--- config.mk ---
export PLATFORM = sky130hd
export DESIGN_NAME = alu_arbiter_flat
export DESIGN_NICKNAME = d
export VERILOG_FILES = /design/src/rtl/alu_arbiter_if.sv /design/src/rtl/alu_arbiter.sv /design/src/flat_wrapper.sv
export SDC_FILE = /design/constraint.sdc
export NUM_CORES = 1
export LEC_CHECK = 0
export ABC_CLOCK_PERIOD_IN_PS = 1400
export CORE_UTILIZATION = 35
export DETAILED_ROUTE_END_ITERATION = 8
export PLACE_DENSITY = 0.75
export REMOVE_ABC_BUFFERS = 1
export SETUP_SLACK_MARGIN = 0.1
export SYNTH_ARGS = -nofsm -noshare
export SYNTH_HDL_FRONTEND = slang
export SYNTH_SLANG_ARGS = --single-unit
--- constraint.sdc ---
create_clock -name clk -period 1.4 [get_ports clk]
set_clock_uncertainty 0.05 [all_clocks]
set_input_delay 0.42 -clock clk [delete_from_list [all_inputs] [get_ports clk]]
set_output_delay 0.42 -clock clk [all_outputs]
set_load 0.1 [all_outputs]
--- src/rtl/alu_arbiter_if.sv ---
// Bundles the two requester command ports, the ALU drive/return path and the
// response handshake shared between alu_arbiter and its environment.
interface alu_arbiter_if #(
  parameter int W = 4
);
  logic         a_valid;
  logic         a_ready;
  logic [2:0]   a_op;
  logic [W-1:0] a_x;
  logic [W-1:0] a_y;
  logic         b_valid;
  logic         b_ready;
  logic [2:0]   b_op;
  logic [W-1:0] b_x;
  logic [W-1:0] b_y;
  logic [2:0]   alu_select;
  logic [W-1:0] alu_x;
  logic [W-1:0] alu_y;
  logic [W-1:0] alu_data_out;
  logic         alu_cout;
  logic         rsp_valid;
  logic         rsp_ready;
  logic         rsp_id;
  logic [W-1:0] rsp_data;
  logic         rsp_cout;
  logic         rsp_zero;

  modport slave (
    input  a_valid, a_op, a_x, a_y,
    input  b_valid, b_op, b_x, b_y,
    input  alu_data_out, alu_cout, rsp_ready,
    output a_ready, b_ready, alu_select, alu_x, alu_y,
    output rsp_valid, rsp_id, rsp_data, rsp_cout, rsp_zero
  );

  modport master (
    output a_valid, a_op, a_x, a_y,
    output b_valid, b_op, b_x, b_y,
    output alu_data_out, alu_cout, rsp_ready,
    input  a_ready, b_ready, alu_select, alu_x, alu_y,
    input  rsp_valid, rsp_id, rsp_data, rsp_cout, rsp_zero
  );
endinterface

--- src/rtl/alu_arbiter.sv ---
// Round-robin sharing of one external combinational ALU between requesters A and B.
// Optional simulation X/stability checks are enabled with `define ALU_ARB_XCHECK_EN.
module alu_arbiter #(
  parameter int W          = 4,
  parameter bit PRIO_RESET = 1'b0
) (
  input  logic          clk,
  input  logic          rst_n,
  alu_arbiter_if.slave  bus
);

  typedef enum logic [1:0] {IDLE, EXEC, RESP} state_t;

  state_t       state_q, state_d;
  logic         last_grant_q, last_grant_d;
  logic [2:0]   sel_q, sel_d;
  logic [W-1:0] x_q, x_d;
  logic [W-1:0] y_q, y_d;
  logic         id_q, id_d;
  logic         rsp_valid_q, rsp_valid_d;
  logic         rsp_id_q, rsp_id_d;
  logic [W-1:0] rsp_data_q, rsp_data_d;
  logic         rsp_cout_q, rsp_cout_d;
  logic         rsp_zero_q, rsp_zero_d;
  logic         win_open;
  logic         grant;
  logic         pick;

  always_comb begin
    state_d      = state_q;
    last_grant_d = last_grant_q;
    sel_d        = sel_q;
    x_d          = x_q;
    y_d          = y_q;
    id_d         = id_q;
    rsp_valid_d  = rsp_valid_q;
    rsp_id_d     = rsp_id_q;
    rsp_data_d   = rsp_data_q;
    rsp_cout_d   = rsp_cout_q;
    rsp_zero_d   = rsp_zero_q;
    pick         = 1'b0;

    // A completing response handshake reopens arbitration in the same cycle.
    win_open = (state_q == IDLE) || ((state_q == RESP) && bus.rsp_ready);
    if (bus.a_valid && bus.b_valid) pick = ~last_grant_q;
    else                            pick = ~bus.a_valid;
    grant = win_open && (bus.a_valid || bus.b_valid);

    case (state_q)
      IDLE: ;
      EXEC: begin
        rsp_valid_d = 1'b1;
        rsp_id_d    = id_q;
        rsp_data_d  = bus.alu_data_out;
        rsp_cout_d  = bus.alu_cout;
        rsp_zero_d  = (bus.alu_data_out == '0);
        state_d     = RESP;
      end
      RESP: begin
        if (bus.rsp_ready) begin
          rsp_valid_d = 1'b0;
          state_d     = IDLE;
        end
      end
      default: state_d = IDLE;
    endcase

    if (grant) begin
      sel_d        = pick ? bus.b_op : bus.a_op;
      x_d          = pick ? bus.b_x  : bus.a_x;
      y_d          = pick ? bus.b_y  : bus.a_y;
      id_d         = pick;
      last_grant_d = pick;
      state_d      = EXEC;
    end
  end

  always_ff @(posedge clk) begin
    if (!rst_n) begin
      state_q      <= IDLE;
      last_grant_q <= ~PRIO_RESET;
      sel_q        <= '0;
      x_q          <= '0;
      y_q          <= '0;
      rsp_valid_q  <= 1'b0;
      rsp_id_q     <= 1'b0;
      rsp_data_q   <= '0;
      rsp_cout_q   <= 1'b0;
      rsp_zero_q   <= 1'b1;
    end else begin
      state_q      <= state_d;
      last_grant_q <= last_grant_d;
      sel_q        <= sel_d;
      x_q          <= x_d;
      y_q          <= y_d;
      rsp_valid_q  <= rsp_valid_d;
      rsp_id_q     <= rsp_id_d;
      rsp_data_q   <= rsp_data_d;
      rsp_cout_q   <= rsp_cout_d;
      rsp_zero_q   <= rsp_zero_d;
    end
  end

  always_ff @(posedge clk) begin
    id_q <= id_d;
  end

  assign bus.a_ready    = rst_n && grant && !pick;
  assign bus.b_ready    = rst_n && grant &&  pick;
  assign bus.alu_select = sel_q;
  assign bus.alu_x      = x_q;
  assign bus.alu_y      = y_q;
  assign bus.rsp_valid  = rsp_valid_q;
  assign bus.rsp_id     = rsp_id_q;
  assign bus.rsp_data   = rsp_data_q;
  assign bus.rsp_cout   = rsp_cout_q;
  assign bus.rsp_zero   = rsp_zero_q;

`ifdef ALU_ARB_XCHECK_EN
  logic         hold_q;
  logic [W+2:0] snap_q;

  always_ff @(posedge clk) begin
    hold_q <= rst_n && bus.rsp_valid && !bus.rsp_ready;
    snap_q <= {bus.rsp_id, bus.rsp_data, bus.rsp_cout, bus.rsp_zero};
    if (rst_n) begin
      if (bus.a_ready && $isunknown({bus.a_op, bus.a_x, bus.a_y}))
        $error("xcheck a_cmd_known: A command has X/Z at grant");
      if (bus.b_ready && $isunknown({bus.b_op, bus.b_x, bus.b_y}))
        $error("xcheck b_cmd_known: B command has X/Z at grant");
      if ((state_q == EXEC) && $isunknown({bus.alu_data_out, bus.alu_cout}))
        $error("xcheck alu_result_known: ALU result has X/Z in EXEC");
      if (hold_q && (snap_q != {bus.rsp_id, bus.rsp_data, bus.rsp_cout, bus.rsp_zero}))
        $error("xcheck rsp_stable: response changed while stalled");
      if (bus.a_ready && bus.b_ready)
        $error("xcheck ready_onehot: a_ready and b_ready both high");
    end
  end
`else
  // Checks compiled out; datapath and control are unchanged.
`endif

endmodule

--- src/flat_wrapper.sv ---
// flat-port wrapper written by rule: the top's interface ports become plain ports
module alu_arbiter_flat 
#(
  parameter int W          = 4,
  parameter bit PRIO_RESET = 1'b0
)
  (clk, rst_n, bus_a_valid, bus_a_op, bus_a_x, bus_a_y, bus_b_valid, bus_b_op, bus_b_x, bus_b_y, bus_alu_data_out, bus_alu_cout, bus_rsp_ready, bus_a_ready, bus_b_ready, bus_alu_select, bus_alu_x, bus_alu_y, bus_rsp_valid, bus_rsp_id, bus_rsp_data, bus_rsp_cout, bus_rsp_zero);
  alu_arbiter_if #(.W(W)) bus_i ();
  input  logic clk;
  input  logic rst_n;
  input wire logic [$bits(bus_i.a_valid)-1:0] bus_a_valid;
  input wire logic [$bits(bus_i.a_op)-1:0] bus_a_op;
  input wire logic [$bits(bus_i.a_x)-1:0] bus_a_x;
  input wire logic [$bits(bus_i.a_y)-1:0] bus_a_y;
  input wire logic [$bits(bus_i.b_valid)-1:0] bus_b_valid;
  input wire logic [$bits(bus_i.b_op)-1:0] bus_b_op;
  input wire logic [$bits(bus_i.b_x)-1:0] bus_b_x;
  input wire logic [$bits(bus_i.b_y)-1:0] bus_b_y;
  input wire logic [$bits(bus_i.alu_data_out)-1:0] bus_alu_data_out;
  input wire logic [$bits(bus_i.alu_cout)-1:0] bus_alu_cout;
  input wire logic [$bits(bus_i.rsp_ready)-1:0] bus_rsp_ready;
  output wire logic [$bits(bus_i.a_ready)-1:0] bus_a_ready;
  output wire logic [$bits(bus_i.b_ready)-1:0] bus_b_ready;
  output wire logic [$bits(bus_i.alu_select)-1:0] bus_alu_select;
  output wire logic [$bits(bus_i.alu_x)-1:0] bus_alu_x;
  output wire logic [$bits(bus_i.alu_y)-1:0] bus_alu_y;
  output wire logic [$bits(bus_i.rsp_valid)-1:0] bus_rsp_valid;
  output wire logic [$bits(bus_i.rsp_id)-1:0] bus_rsp_id;
  output wire logic [$bits(bus_i.rsp_data)-1:0] bus_rsp_data;
  output wire logic [$bits(bus_i.rsp_cout)-1:0] bus_rsp_cout;
  output wire logic [$bits(bus_i.rsp_zero)-1:0] bus_rsp_zero;
  assign bus_i.a_valid = bus_a_valid;
  assign bus_i.a_op = bus_a_op;
  assign bus_i.a_x = bus_a_x;
  assign bus_i.a_y = bus_a_y;
  assign bus_i.b_valid = bus_b_valid;
  assign bus_i.b_op = bus_b_op;
  assign bus_i.b_x = bus_b_x;
  assign bus_i.b_y = bus_b_y;
  assign bus_i.alu_data_out = bus_alu_data_out;
  assign bus_i.alu_cout = bus_alu_cout;
  assign bus_i.rsp_ready = bus_rsp_ready;
  assign bus_a_ready = bus_i.a_ready;
  assign bus_b_ready = bus_i.b_ready;
  assign bus_alu_select = bus_i.alu_select;
  assign bus_alu_x = bus_i.alu_x;
  assign bus_alu_y = bus_i.alu_y;
  assign bus_rsp_valid = bus_i.rsp_valid;
  assign bus_rsp_id = bus_i.rsp_id;
  assign bus_rsp_data = bus_i.rsp_data;
  assign bus_rsp_cout = bus_i.rsp_cout;
  assign bus_rsp_zero = bus_i.rsp_zero;
  alu_arbiter #(.W(W), .PRIO_RESET(PRIO_RESET)) u_core (.clk(clk), .rst_n(rst_n), .bus(bus_i));
endmodule
==> results of run 1 <==
[power by group through the flow]
stage          clock network, mW  logic, mW  registers [mW]
6_report                   0.313       1.05           0.788
5_1_grt                    0.353       1.09           0.794
4_1_cts                    0.322       1.03           0.787
3_5_place_dp                   0      0.898           0.797
3_3_place_gp                   0      0.889           0.793
2_1_floorplan                  0      0.179            1.11
[final cells by class]
type | instances | area [um^2] | area share, %
clock inverters | 1 | 5.00 | 0.231
multi-input cells | 53 | 574 | 26.5
flip-flops and latches | 23 | 502 | 23.2
well taps | 31 | 38.8 | 1.79
inverters | 4 | 15.0 | 0.693
repair buffers | 79 | 1010 | 46.6
clock buffers | 3 | 22.5 | 1.04
[metrics by stage]
stage	std cells	setup WS [ps]	hold WS [ps]
after floorplan	80	-1260	412
after global placement	173	-766	418
after detailed placement	173	-782	425
after CTS	193	-438	423
after global routing	194	-575	468
final	194	-487	433
[worst max-delay path: cells and delay by family, from the launching register on]
kind	cells	cell delay (ps)
buffers and inverters	1	190
DFF	1	340
and+or+nand+nor	4	570
[cells by family after synthesis]
kind of cell	after synthesis	synth area share, %
buf+inv	9	5.85
mux	18	17.5
simple gates	19	12.4
flops	23	45.8
compound gates	16	18.4
[synth_stat cells]
master,number,area (um^2)
a21oi_1,1,5.00
a2bb2oi_1,1,8.76
and2b_1,1,7.51
and3_2,1,7.51
buf_4,1,7.51
buf_6,3,33.8
clkbuf_1,1,3.75
dfxtp_1,22,440
edfxtp_1,1,30.0
inv_1,4,15.0
mux2i_1,18,180
nand2_1,2,7.51
nand2_2,1,6.26
nor2_1,3,11.3
nor2b_1,6,37.5
nor2b_2,1,8.76
nor2b_4,1,13.8
nor3_1,1,5.00
nor3_4,1,16.3
nor4_1,1,6.26
o21a_1,1,7.51
o21ai_0,1,5.00
o21ai_4,1,16.3
o2bb2ai_1,3,26.3
o2bb2ai_2,8,120
[sequential cells by signal (all words and copies together) (netlist names)]
name	flops
u_core.state_q	2
u_core.bus.rsp_cout	1
u_core.bus.alu_y	4
u_core.bus.rsp_data	4
u_core.bus.rsp_id	1
u_core.bus.alu_select	3
u_core.bus.alu_x	4
u_core.id_q	1
u_core.last_grant_q	1
u_core.bus.rsp_valid	1
u_core.bus.rsp_zero	1
[routing by layer]
| layer | track usage, % | wire (um) |
|---|---|---|
| met5 | 0 | 0 |
| met2 | 37.4 | 1550 |
| met1 | 19.8 | 1060 |
| met3 | 5.58 | 229 |
| met4 | 7.32 | 33 |
[final timing paths]
path                             from                   to  slack [ps]  depth (start not counted)
setup reg to reg  u_core.last_grant_q  u_core.bus.alu_y[0]           0                          6
hold / removal    u_core.last_grant_q  u_core.last_grant_q         430                          2
setup / recovery    u_core.state_q[1]          bus_a_ready        -490                          5
hold reg to reg   u_core.last_grant_q  u_core.last_grant_q         430                          2
[repair_timing]
item | 4_1_cts | 5_1_grt
cloned | 2 | 0
pin swaps | 5 | 1
gates resized for setup | 48 | 8
setup buffers | 14 | 3
hold buffers | 0 | 0
setup endpoints to repair | 42 | 41
==> impl_metrics.csv, run 1 <==
group,metric,value,unit
run,max-cap-violations,0,
sta,tns,-919,ps
pwr,combinationalPowerShare,48.9,%
finish,nNetsFinal,196,
synthesis,yosysSeqAreaShare,45.8,%
pwr,cellPowerDensity,994,nW/um^2
pwr,peakVddDrop,0.895,mV
sta,rsz0062_at_grt,"true",
grt,grt_usage,19.6,%
drt,drc_errors,0,
sta,setup_viol,3,
grt,grt_pass1_vias,1032,
grt,grt_max_degree,14,
die,die-area,3160,um^2
drt,viasPerCell,4.94,
grt,antenna_found_initial,0,
die,fp.dieW,56.2,um
worst_setup_path,crit_chain,"nor2b_4 -> nor3_4 -> nand2_2 -> nor2_4 -> buf_12",
sta,slew_violations,0,
finish,fill_cells,174,
place,port_buffers,52,
die,pin_count,53,
worst_setup_path,cp_slowest_cell,"dfxtp_2",
die,num_rows,19,
clock_tree,clock_tree.buffer_depth,2,
die,start_util,37.3,%
clock_tree,clockRootBuffer,"clkbuf_4",
pwr,power.internal,1.32,mW
synthesis,synth-seq-cells,23,
grt,overflow,0,
finish,final_common_cell,"clkdlybuf4s50_1",
pwr,p_sw,0.833,mW
sta,slew_headroom,84.7,%
drt,drt_iter0_drc,13,
finish,n_antenna_cell,0,
pwr,pwr-share-clk,14.5,%
synthesis,ys_types,25,
run_status,violations,"negative setup slack",
sta,final.setup.worst_slack,-487,ps
die,die_h,56.2,um
worst_setup_path,crit_path_start_kind,"flop",
die,core_area,2760,um^2
run_status,status,"finished, violations left",
finish,area_growth,111,%
place,place_area,1840,um^2
worst_setup_path,cp-end-kind,"output port",
drt,routedWlPerCell,14.8,um
pwr,netSwitchingFraction,38.7,%
place,post-dp-hpwl,1820,um
pwr,leakage,0.892,nW
synthesis,syn_inst,85,
synthesis,syn_avg_cell_area,12.1,um^2
sta,post-route-period-util,135,%
pwr,total_power,2.15,mW
worst_setup_path,max_stage_delay,340,ps
worst_setup_path,crit_arrival,1420,ps
finish,drive_gt1_share,60.1,%
drt,ant_nets,0,
clock_tree,numCtsBuffers,3,
sta,min_period,1890,ps
worst_setup_path,crit_type,"flop to output port",
drt,route.vias.total,959,
sta,fmax,530,MHz
pwr,power_frac_seq,36.6,%
clock_tree,clk_latency,310,ps
finish,stdcell_area,2170,um^2
clock_tree,cts.htree.levels,1,
drt,wirelength,2870,um
clock_tree,cts.sinks,23,
finish,fin_util,78.5,%
sta,finalHoldViolCount,0,
sta,worst_pin_slew,227,ps
worst_setup_path,cp_max_fo,3,
clock_tree,cts_tree,"yes",
hold_path,min_path_type,"flop to flop",
synthesis,ys_warn_count,0,
grt,grt_pass1_wl,4690,um
synthesis,netlist_area,1030,um^2
clock_tree,clk_pin_slew,120,ps
finish,final_cell_mix,"clkdlybuf4s50_1, buf_12, buf_4",
worst_setup_path,required,930,ps
drt,firstDrtPassIters,4,
place,gp_congestion,0.710,
No activity file was read; power rests on OpenSTA's default activity.
==> run 2: changes to the inputs <==
- ABC_AREA: not set -> 1
- GPL_TIMING_DRIVEN: not set -> 0
==> impl_metrics.csv, run 2 <==
group,metric,value,unit
sta,final.setup.worst_slack,-391,ps
worst_setup_path,critical_path.top_delay_family,"flip-flops",
worst_setup_path,r2r_start,"u_core.state_q[0]",
worst_setup_path,r2r-end,"u_core.bus.rsp_zero",
synthesis,syn_avg_cell_area,7.00,um^2
finish,final_cell_mix,"nand2_1, clkdlybuf4s50_1, nand3_1",
die,pin_count,53,
run_status,violations,"negative setup slack",
grt,use_met1,21.5,%
synthesis,synth_most_common_cell,"nand2_1",
finish,nNetsFinal,244,
drt,ant_nets,0,
die,num_rows,19,
synthesis,synth.largest_area_cell,"dfxtp_1",
worst_setup_path,crit_path_start_kind,"flop",
finish,fin_util,70.5,%
synthesis,yosysSeqAreaShare,45.4,%
sta,finalHoldViolCount,0,
sta,min_period,1790,ps
grt,grt_max_degree,21,
synthesis,syn_inst,148,
place,gp_congestion,0.702,
grt,use_met2,37.8,%
die,die_h,56.4,um
pwr,cellPowerDensity,1050,nW/um^2
sta,slew_violations,0,
worst_setup_path,cp-end-kind,"output port",
finish,area_growth,89.3,%
sta,rsz0062_at_grt,"true",
clock_tree,cts_tree,"yes",
run,max-cap-violations,0,
die,fp.dieW,56.4,um
clock_tree,clock_tree.buffer_depth,2,
finish,n_antenna_cell,0,
sta,tns,-773,ps
drt,firstDrtPassIters,4,
synthesis,synthTopCellsByCount,"nand2_1, nand3_1, dfxtp_1, nor2_1, inv_1",
worst_setup_path,required,930,ps
synthesis,synth_top_area_share,42.5,%
sta,fmax,558,MHz
die,die-area,3180,um^2
worst_setup_path,rr_worst_depth,7,
finish,fill_cells,190,
grt,antenna_found_initial,0,
die,core_area,2780,um^2
hold_path,hold_depth,3,
worst_setup_path,cp_max_fo,2,
clock_tree,clk_pin_slew,130,ps
clock_tree,cts.htree.levels,1,
sta,slew_headroom,83.6,%
sta,holdWs,372,ps
drt,drc_errors,0,
sta,setup_viol,2,
drt,viasPerCell,4.96,
worst_setup_path,crit_buf_inv,2,
clock_tree,hold_buffers,0,
synthesis,synth-seq-cells,23,
sta,post-route-period-util,128,%
sta,worst_pin_slew,244,ps
grt,gr-max-usage-layer,"met2",
run_status,status,"finished, violations left",
synthesis,ys_top_cells_by_area,"dfxtp_1, nand2_1, nand3_1, nor2_1, o21ai_0",
hold_path,min_path_type,"input port to flop",
synthesis,synth_edf_count,1,
synthesis,synthArstFlopShare,0,%
worst_setup_path,crit_type,"flop to output port",
worst_setup_path,crit_arrival,1320,ps
clock_tree,cts.sinks,23,
grt,grtUsageMet3,6.22,%
finish,drive_gt1_share,36.5,%
drt,route.vias.total,1201,
clock_tree,numCtsBuffers,3,
grt,grt_pass1_wl,4970,um
drt,routedWlPerCell,13.4,um
die,start_util,37.2,%
clock_tree,clockRootBuffer,"clkbuf_4",
finish,final_common_cell,"nand2_1",
synthesis,ys_types,17,
clock_tree,clk_latency,330,ps
hold_path,hold_end,"u_core.state_q[1]",
synthesis,ys_warn_count,0,
grt,grt_usage,20.1,%
worst_setup_path,crit_top_cell,"nor2_4",
grt,overflow,0,
worst_setup_path,rrSetupSlack,170,ps
place,port_buffers,52,
worst_setup_path,crit_chain,"nand2_4 -> nand3_4 -> nor2_4 -> inv_2 -> nor2_4 -> buf_12",
synthesis,synthFlopType,"dfxtp_1",
hold_path,worstHoldStart,"rst_n",
synthesis,netlist_area,1040,um^2
drt,drt_iter0_drc,20,
pwr,leakage,0.930,nW
place,pre_cts_ws,-2330,ps
worst_setup_path,max_stage_delay,380,ps
place,post-dp-hpwl,1910,um
pwr,peakVddDrop,1.07,mV
drt,wirelength,3250,um
worst_setup_path,cp_slowest_cell,"dfxtp_4",
grt,grt_pass1_vias,1120,
-- run 2: changes by cell type after synthesis, moves of 5 or more --
cell       previous run  this run
nand2_1               2        52
nand3_1               0        25
mux2i_1              18         0
nor2_1                3        16
o2bb2ai_2             8         0
nor2b_1               6         0
o21ai_0               1         6
-- run 2: how the worst max path moves through the flow --
stage / from / to / cells past startpoint
2_1_floorplan: bus_b_valid / bus_b_ready / 4
3_3_place_gp: rst_n / bus_a_ready / 6
3_5_place_dp: rst_n / bus_b_ready / 6
4_1_cts: u_core.state_q[1] / bus_a_ready / 6
5_1_grt: u_core.state_q[1] / bus_b_ready / 6
6_report: u_core.state_q[1] / bus_b_ready / 6
-- run 2: through the flow --
step / area, um^2 / power [mW] / std cells
after floorplan: 991 / 1.29 / 141
after global placement: 1550 / 1.52 / 224
after detailed placement: 1550 / 1.53 / 224
after CTS: 1910 / 2.03 / 236
after global routing: 1960 / 2.14 / 242
final: 1960 / 2.06 / 242
-- run 2: layout make-up --
| cell class | count | area [um^2] | share of cell area, % |
|---|---|---|---|
| multi-input cells | 108 | 529 | 27.0 |
| well taps | 31 | 38.8 | 1.98 |
| flip-flops and latches | 23 | 498 | 25.4 |
| inverters | 10 | 37.5 | 1.91 |
| clock buffers | 3 | 22.5 | 1.15 |
| repair buffers | 66 | 830 | 42.3 |
| clock inverters | 1 | 5.00 | 0.255 |
-- run 2: cells by family (layout without fill, tap and decap cells) --
| family | Yosys count | after routing | share of synthesized area [%] |
|---|---|---|---|
| and+or+nand+nor | 99 | 99 | 42.3 |
| DFF | 23 | 23 | 45.4 |
| buffers and inverters | 17 | 80 | 7.97 |
| AOI/OAI and AO/OA | 9 | 9 | 4.35 |
-- run 2: worst reg2reg max path: stages, from the launching register on --
cell,delay (ps)
dfxtp_1,350
inv_2,50
buf_4,150
nor2_4,170
inv_2,110
nor2_2,130
nand2_1,80
nand2_1,80
-- run 2: routing by layer --
metal	part of all wire (%)	wire length, um	vias to the layer above
met5	0	0	-
met1	37	1210	561
met2	54	1770	38
li1	-	-	594
met4	1.7	55	0
met3	6.4	209	8
-- run 2: what timing repair did --
action,4_1_cts,5_1_grt
gates resized for setup,240,3
buffers inserted,8,6
setup endpoints to repair,45,24
endpoints found under the hold margin,0,0
pin swaps,6,3
-- run 2: where the power goes --
group	total [mW]	switching (mW)	internal (mW)
combinational	0.956	0.586	0.370
clock	0.315	0.208	0.107
sequential	0.787	0.0573	0.730
